===== src/rtl/ibus_sync_xfer_if.sv =====
// Core-request and system-bus signal bundle for ibus_sync_xfer.
// master = core + system-bus environment, slave = the transfer block.
interface ibus_sync_xfer_if #(
  parameter int AW = 24,
  parameter int DW = 32
);
  logic          core_req;
  logic          core_wr;
  logic [AW-1:0] core_addr;
  logic [DW-1:0] core_wdata;
  logic          core_busy;
  logic          core_ack;
  logic [DW-1:0] core_rdata;
  logic          core_err;

  logic          bus_req;
  logic          bus_wr;
  logic [AW-1:0] bus_addr;
  logic [DW-1:0] bus_wdata;
  logic          bus_ack;
  logic [DW-1:0] bus_rdata;

  modport master (
    output core_req, core_wr, core_addr, core_wdata, bus_ack, bus_rdata,
    input  core_busy, core_ack, core_rdata, core_err,
    input  bus_req, bus_wr, bus_addr, bus_wdata
  );

  modport slave (
    input  core_req, core_wr, core_addr, core_wdata, bus_ack, bus_rdata,
    output core_busy, core_ack, core_rdata, core_err,
    output bus_req, bus_wr, bus_addr, bus_wdata
  );
endinterface


===== src/rtl/ibus_sync_xfer.sv =====
// Launches one core request onto the clk_system-timed bus on sync-qualified edges.
// Define IBUS_SYNC_TIMEOUT_EN to abort transfers after TIMEOUT_SYNCS unanswered syncs.
module ibus_sync_xfer #(
  parameter int AW            = 24,
  parameter int DW            = 32,
  parameter int TIMEOUT_SYNCS = 255
) (
  input  logic             clk_ungated,
  input  logic             rst_a,
  input  logic             sync,
  ibus_sync_xfer_if.slave  bif
);

  if (TIMEOUT_SYNCS < 1 || TIMEOUT_SYNCS > 255) begin : g_bad_timeout
    $error("TIMEOUT_SYNCS must be in 1..255");
  end

  typedef enum logic [1:0] {IDLE, PEND, ACTIVE} state_t;

  state_t        state;
  state_t        state_nxt;
  logic          hold_wr;
  logic [AW-1:0] hold_addr;
  logic [DW-1:0] hold_wdata;
  logic          capture;
  logic          launch_core;
  logic          launch_hold;
  logic          done_ok;
  logic          done_to;
  logic          to_hit;

`ifdef IBUS_SYNC_TIMEOUT_EN
  localparam logic [7:0] TO_LAST = 8'(TIMEOUT_SYNCS - 1);

  logic [7:0] to_cnt;
  logic       err_q;

  // to_cnt counts unanswered syncs already seen, so this sync is the last allowed one.
  assign to_hit = (to_cnt == TO_LAST);

  always_ff @(posedge clk_ungated) begin
    if (!rst_a) begin
      to_cnt <= '0;
      err_q  <= 1'b0;
    end else begin
      if (launch_core || launch_hold)
        to_cnt <= '0;
      else if (state == ACTIVE && sync && !bif.bus_ack)
        to_cnt <= to_cnt + 8'd1;
      if (done_ok)
        err_q <= 1'b0;
      else if (done_to)
        err_q <= 1'b1;
    end
  end

  assign bif.core_err = err_q;
`else
  assign to_hit       = 1'b0;
  assign bif.core_err = 1'b0;
`endif

  // NOTE: sequential state uses non-blocking assignments so every register
  // samples pre-edge values regardless of process evaluation order.
  always_ff @(posedge clk_ungated) begin
    if (!rst_a) state <= IDLE;
    else        state <= state_nxt;
  end

  // NOTE: every combinational output gets a default first so no path leaves
  // it unassigned, which would otherwise infer a latch.
  always_comb begin
    state_nxt = state;
    case (state)
      IDLE:    if (bif.core_req) state_nxt = sync ? ACTIVE : PEND;
      PEND:    if (sync) state_nxt = ACTIVE;
      ACTIVE:  if (sync && (bif.bus_ack || to_hit)) state_nxt = IDLE;
      default: state_nxt = IDLE;
    endcase
  end

  // ACTIVE is only entered on a launch sync, so its first sync is already the next one.
  always_comb begin
    capture     = 1'b0;
    launch_core = 1'b0;
    launch_hold = 1'b0;
    done_ok     = 1'b0;
    done_to     = 1'b0;
    case (state)
      IDLE: begin
        capture     = bif.core_req;
        launch_core = bif.core_req && sync;
      end
      PEND:   launch_hold = sync;
      ACTIVE: begin
        done_ok = sync && bif.bus_ack;
        done_to = sync && !bif.bus_ack && to_hit;
      end
      default: ;
    endcase
  end

  assign bif.core_busy = (state != IDLE);

  // NOTE: hold registers are plain flops, not a memory array, so they are
  // reset along with everything else.
  always_ff @(posedge clk_ungated) begin
    if (!rst_a) begin
      hold_wr        <= 1'b0;
      hold_addr      <= '0;
      hold_wdata     <= '0;
      bif.bus_req    <= 1'b0;
      bif.bus_wr     <= 1'b0;
      bif.bus_addr   <= '0;
      bif.bus_wdata  <= '0;
      bif.core_ack   <= 1'b0;
      bif.core_rdata <= '0;
    end else begin
      bif.core_ack <= done_ok || done_to;
      if (capture) begin
        hold_wr    <= bif.core_wr;
        hold_addr  <= bif.core_addr;
        hold_wdata <= bif.core_wdata;
      end
      if (launch_core) begin
        bif.bus_req   <= 1'b1;
        bif.bus_wr    <= bif.core_wr;
        bif.bus_addr  <= bif.core_addr;
        bif.bus_wdata <= bif.core_wdata;
      end else if (launch_hold) begin
        bif.bus_req   <= 1'b1;
        bif.bus_wr    <= hold_wr;
        bif.bus_addr  <= hold_addr;
        bif.bus_wdata <= hold_wdata;
      end else if (done_ok || done_to) begin
        bif.bus_req <= 1'b0;
      end
      if (done_ok) bif.core_rdata <= bif.bus_rdata;
    end
  end

endmodule


===== src/flat_wrapper.sv =====
// flat-port wrapper written by rule: the top's interface ports become plain ports
module ibus_sync_xfer_flat 
#(
  parameter int AW            = 24,
  parameter int DW            = 32,
  parameter int TIMEOUT_SYNCS = 255
)
  (clk_ungated, rst_a, sync, bif_core_req, bif_core_wr, bif_core_addr, bif_core_wdata, bif_bus_ack, bif_bus_rdata, bif_core_busy, bif_core_ack, bif_core_rdata, bif_core_err, bif_bus_req, bif_bus_wr, bif_bus_addr, bif_bus_wdata);
  ibus_sync_xfer_if #(.AW(AW), .DW(DW)) bif_i ();
  input  logic clk_ungated;
  input  logic rst_a;
  input  logic sync;
  input wire logic [$bits(bif_i.core_req)-1:0] bif_core_req;
  input wire logic [$bits(bif_i.core_wr)-1:0] bif_core_wr;
  input wire logic [$bits(bif_i.core_addr)-1:0] bif_core_addr;
  input wire logic [$bits(bif_i.core_wdata)-1:0] bif_core_wdata;
  input wire logic [$bits(bif_i.bus_ack)-1:0] bif_bus_ack;
  input wire logic [$bits(bif_i.bus_rdata)-1:0] bif_bus_rdata;
  output wire logic [$bits(bif_i.core_busy)-1:0] bif_core_busy;
  output wire logic [$bits(bif_i.core_ack)-1:0] bif_core_ack;
  output wire logic [$bits(bif_i.core_rdata)-1:0] bif_core_rdata;
  output wire logic [$bits(bif_i.core_err)-1:0] bif_core_err;
  output wire logic [$bits(bif_i.bus_req)-1:0] bif_bus_req;
  output wire logic [$bits(bif_i.bus_wr)-1:0] bif_bus_wr;
  output wire logic [$bits(bif_i.bus_addr)-1:0] bif_bus_addr;
  output wire logic [$bits(bif_i.bus_wdata)-1:0] bif_bus_wdata;
  assign bif_i.core_req = bif_core_req;
  assign bif_i.core_wr = bif_core_wr;
  assign bif_i.core_addr = bif_core_addr;
  assign bif_i.core_wdata = bif_core_wdata;
  assign bif_i.bus_ack = bif_bus_ack;
  assign bif_i.bus_rdata = bif_bus_rdata;
  assign bif_core_busy = bif_i.core_busy;
  assign bif_core_ack = bif_i.core_ack;
  assign bif_core_rdata = bif_i.core_rdata;
  assign bif_core_err = bif_i.core_err;
  assign bif_bus_req = bif_i.bus_req;
  assign bif_bus_wr = bif_i.bus_wr;
  assign bif_bus_addr = bif_i.bus_addr;
  assign bif_bus_wdata = bif_i.bus_wdata;
  ibus_sync_xfer #(.AW(AW), .DW(DW), .TIMEOUT_SYNCS(TIMEOUT_SYNCS)) u_core (.clk_ungated(clk_ungated), .rst_a(rst_a), .sync(sync), .bif(bif_i));
endmodule

===== config.mk =====
export PLATFORM = sky130hd
export DESIGN_NAME = ibus_sync_xfer_flat
export DESIGN_NICKNAME = d
export VERILOG_FILES = /design/src/rtl/ibus_sync_xfer_if.sv /design/src/rtl/ibus_sync_xfer.sv /design/src/flat_wrapper.sv
export SDC_FILE = /design/constraint.sdc
export NUM_CORES = 1
export LEC_CHECK = 0
export BUFFER_PORTS_ARGS = -buffer_cell sky130_fd_sc_hd__clkbuf_2
export CAP_MARGIN = 20
export CORE_MARGIN = 1.5
export CORE_UTILIZATION = 51
export CTS_CLUSTER_DIAMETER = 100
export DETAILED_ROUTE_END_ITERATION = 6
export GPL_TIMING_DRIVEN = 0
export MAX_ROUTING_LAYER = met4
export PLACE_DENSITY = 0.8
export SLEW_MARGIN = 20
export SYNTH_ARGS = -nofsm -noshare
export SYNTH_HDL_FRONTEND = slang
export SYNTH_SLANG_ARGS = --single-unit

===== constraint.sdc =====
create_clock -name clk_ungated -period 1.9 [get_ports clk_ungated]
set_clock_uncertainty 0.1 [all_clocks]
set_input_delay 0.285 -clock clk_ungated [delete_from_list [all_inputs] [get_ports clk_ungated]]
set_output_delay 0.285 -clock clk_ungated [all_outputs]
set_load 0.01 [all_outputs]

==> results.sh <==
export IMPL_timing_final_ws_setup_ps=122
export IMPL_max_cap_violations=0
export IMPL_core_sq_um=11500
export IMPL_maximum_fanout_along_the_worst_path=10
export IMPL_maxSlewViolCount=0
export IMPL_flow_area_growth_from_synthesis_pct=38.0
export IMPL_min_period_over_period=0.936
export IMPL_number_of_drc_markers_in_iteration_0=459
export IMPL_antennaDiodeCount=0
export IMPL_die_width_um=112
export IMPL_synth_ff_latch_count=150
export IMPL_dominant_cells_by_area_after_synthesis="dfxtp_1 (50%), nand2_1 (18%), a21oi_1 (12%)"
export IMPL_vdd_ir_drop_max_mv=0.861
export IMPL_cts_root_buffer="clkbuf_16"
export IMPL_total_routing_usage_gr=0.296
export IMPL_grt_start_max_net_pins=17
export IMPL_cts_tree="built"
export IMPL_grt_overflow=0
export IMPL_vias_in_the_first_global_route=5962
export IMPL_number_of_clock_buffers_inserted_by_tritoncts=17
export IMPL_clock_transition_at_the_registers_of_the_reported_paths_ps=60
export IMPL_antenna_violations_before_repair=0
export IMPL_totalWireLength_um=17700
export IMPL_floorplan_initialDensity=0.526
export IMPL_area_sequential_sq_um=3000
export IMPL_power_net_switching_w=0.00201
export IMPL_synth_avg_cell_area_sq_um=8.23
export IMPL_clock_latency_ps=410
export IMPL_yosysTopAreaCellShare=0.498
export IMPL_fill_cells=850
export IMPL_grt_pass1_wl_um=28900
export IMPL_cp_data_arrival_time_ps=2020
export IMPL_setup_repair_after_global_routing_missed_its_margin="false"
export IMPL_synth_yosys_seq_area_share=0.498
export IMPL_post_synth_top_count_cell="nand2_1"
export IMPL_p_total_w=0.00825
export IMPL_cts_sink_count=150
export IMPL_fin_tns_setup_ps=0
export IMPL_cellInternalPower_w=0.00623
export IMPL_fmax_mhz=562
export IMPL_port_buffers=185
export IMPL_yosys_warnings=0
export IMPL_switching_share=0.244
export IMPL_synth_commonest_cells="nand2_1 (295), dfxtp_1 (150), a21oi_1 (149), a311oi_2 (30), clkbuf_1 (30)"
export IMPL_nNetsFinal=1085
export IMPL_p_seq_frac=0.417
export IMPL_fraction_of_layout_cells_with_a_size_suffix_above_1=0.285
export IMPL_post_synth_inst_count=733
export IMPL_cp_data_required_time_ps=2140
export IMPL_fraction_of_power_consumed_by_combinational_cells=0.142
export IMPL_ys_types=22
export IMPL_report_final_hold_viol_count=0
export IMPL_synthesis_area_sq_um=6030
export IMPL_place_worst_setup_slack_ps=3.78
export IMPL_synthArstFlopShare=0
export IMPL_vias=6126
export IMPL_die_h_um=112
export IMPL_timing_hold_worst_class="in2reg"
export IMPL_post_synth_top_area_cell="dfxtp_1"
export IMPL_dp_cells=1061
export IMPL_clk_path_buf_depth=2
export IMPL_dpl_hpwl_um=11700
export IMPL_power_frac_clock=0.441
export IMPL_first_pass_drt_iterations=5
export IMPL_syn_num_nets=827
export IMPL_min_delay_path_depth=3
export IMPL_num_rows=39
export IMPL_max_slew_margin_rel=0.512
export IMPL_path_class="reg2reg"
export IMPL_power_per_cell_area_nw_per_um2=991
export IMPL_ios=187
export IMPL_cts_setup_buffers=0
export IMPL_worst_slew_pin_transition_ps=732
export IMPL_p_leak_nw=3.39
export IMPL_start_kind="register"
export IMPL_outcome="complete, no violations"
export IMPL_period_minus_slack_ps=1780
export IMPL_dominantRegCellSynth="dfxtp_1"
export IMPL_multi_input_comb_area_sq_um=2640
export IMPL_final_cells=1147
export IMPL_number_of_setup_violations_in_the_final_report=0
export IMPL_cts_max_level=4
export IMPL_number_of_enable_type_register_cells_in_the_synthesized_netlist=0
export IMPL_wl_per_cell_um=15.4
export IMPL_detail_route_drc_violations=0
export IMPL_antenna_left=0
export IMPL_place_gp_congestion=0.807
export IMPL_crit_path_end_kind="register"
export IMPL_avgViaCountPerCell=5.34
export IMPL_design_die_area_sq_um=12500
export IMPL_timing_reg2reg_worst_path_depth=6
[kinds of logic (layout without fill, tap and decap cells)]
group	after synthesis	after routing	synth area share
DFF	150	150	0.498
AOI/OAI and AO/OA	207	207	0.239
and+or+nand+nor	305	305	0.198
other	1	1	0.000622
buffers and inverters	70	341	0.0643
[cells in the final DEF (no fill, tap or decap), types with 2 or more instances in the layout]
cell / count
buf_6: 9
clkbuf_8: 2
clkbuf_2: 187
nand2_1: 295
a21oi_1: 149
bufinv_16: 5
a311oi_1: 27
clkbuf_1: 33
clkbuf_16: 17
buf_2: 19
nor3b_1: 2
clkinv_2: 3
a311oi_2: 30
dlygate4sd3_1: 54
dfxtp_1: 150
buf_4: 9
[per-stage QoR]
stage / util / instance area (sq um) / hold slack [ps]
after floorplan: - / 6030 / 321
after global placement: 0.622 / 7130 / 341
after detailed placement: 0.622 / 7130 / 347
after CTS: 0.725 / 8320 / 1.56
after global routing: 0.725 / 8320 / 6.74
final: 0.725 / 8320 / 4.96
[sequential cells by signal (all words and copies together), names as in the netlist]
| signal | cells |
|---|---|
| u_core.bif.bus_wdata | 32 |
| u_core.bif.core_rdata | 32 |
| u_core.hold_wdata | 32 |
| u_core.bif.bus_addr | 24 |
| u_core.hold_addr | 24 |
| u_core.state | 2 |
| u_core.bif.bus_req | 1 |
| u_core.bif.bus_wr | 1 |
| u_core.bif.core_ack | 1 |
| u_core.hold_wr | 1 |
[final timing paths]
path / from / to / slack (ps)
max: u_core.state[1] / u_core.hold_addr[16] / 120
min: bif_core_wdata[16] / u_core.hold_wdata[16] / 5
max reg2reg: u_core.state[1] / u_core.hold_addr[16] / 120
min reg2reg: u_core.bif.core_rdata[14] / u_core.bif.core_rdata[14] / 350
[power by group through the flow]
stage	Combinational [W]	Clock, W	Sequential (W)
final	0.00117	0.00364	0.00344
after global routing	0.00128	0.00382	0.00346
after global placement	0.00105	0	0.00350
after detailed placement	0.00107	0	0.00350
after CTS	0.00116	0.00368	0.00344
after floorplan	0.000617	0	0.00354
[layer usage]
metal	GRT usage	wire [um]
met1	0.360	7410
met2	0.475	8600
met3	0.0795	1320
met4	0.108	327
met5	-	0
[cell type report]
| type | instances | share of cell area |
|---|---|---|
| inverter | 1 | 0.000451 |
| buffer | 69 | 0.0465 |
| timing repair buffer | 239 | 0.176 |
| clock buffer | 23 | 0.0563 |
| tap | 143 | 0.0215 |
| multi-input combinational | 513 | 0.317 |
| clock inverter | 9 | 0.0208 |
| sequential | 150 | 0.361 |
[worst max-delay path: stages (launching register included)]
cell and delay [ps]:
dfxtp_1 290, buf_4 150, nor3b_1 360, buf_2 310, buf_2 270, nand2_1 80, a21oi_1 120
[what timing repair did]
item / in CTS / in global routing
endpoints found under the setup margin: 0 / 2
hold buffers: 54 / 0
endpoints found under the hold margin: 54 / 0
resized for setup: 0 / 3
Note: power is estimated with default switching activity, not from simulation.
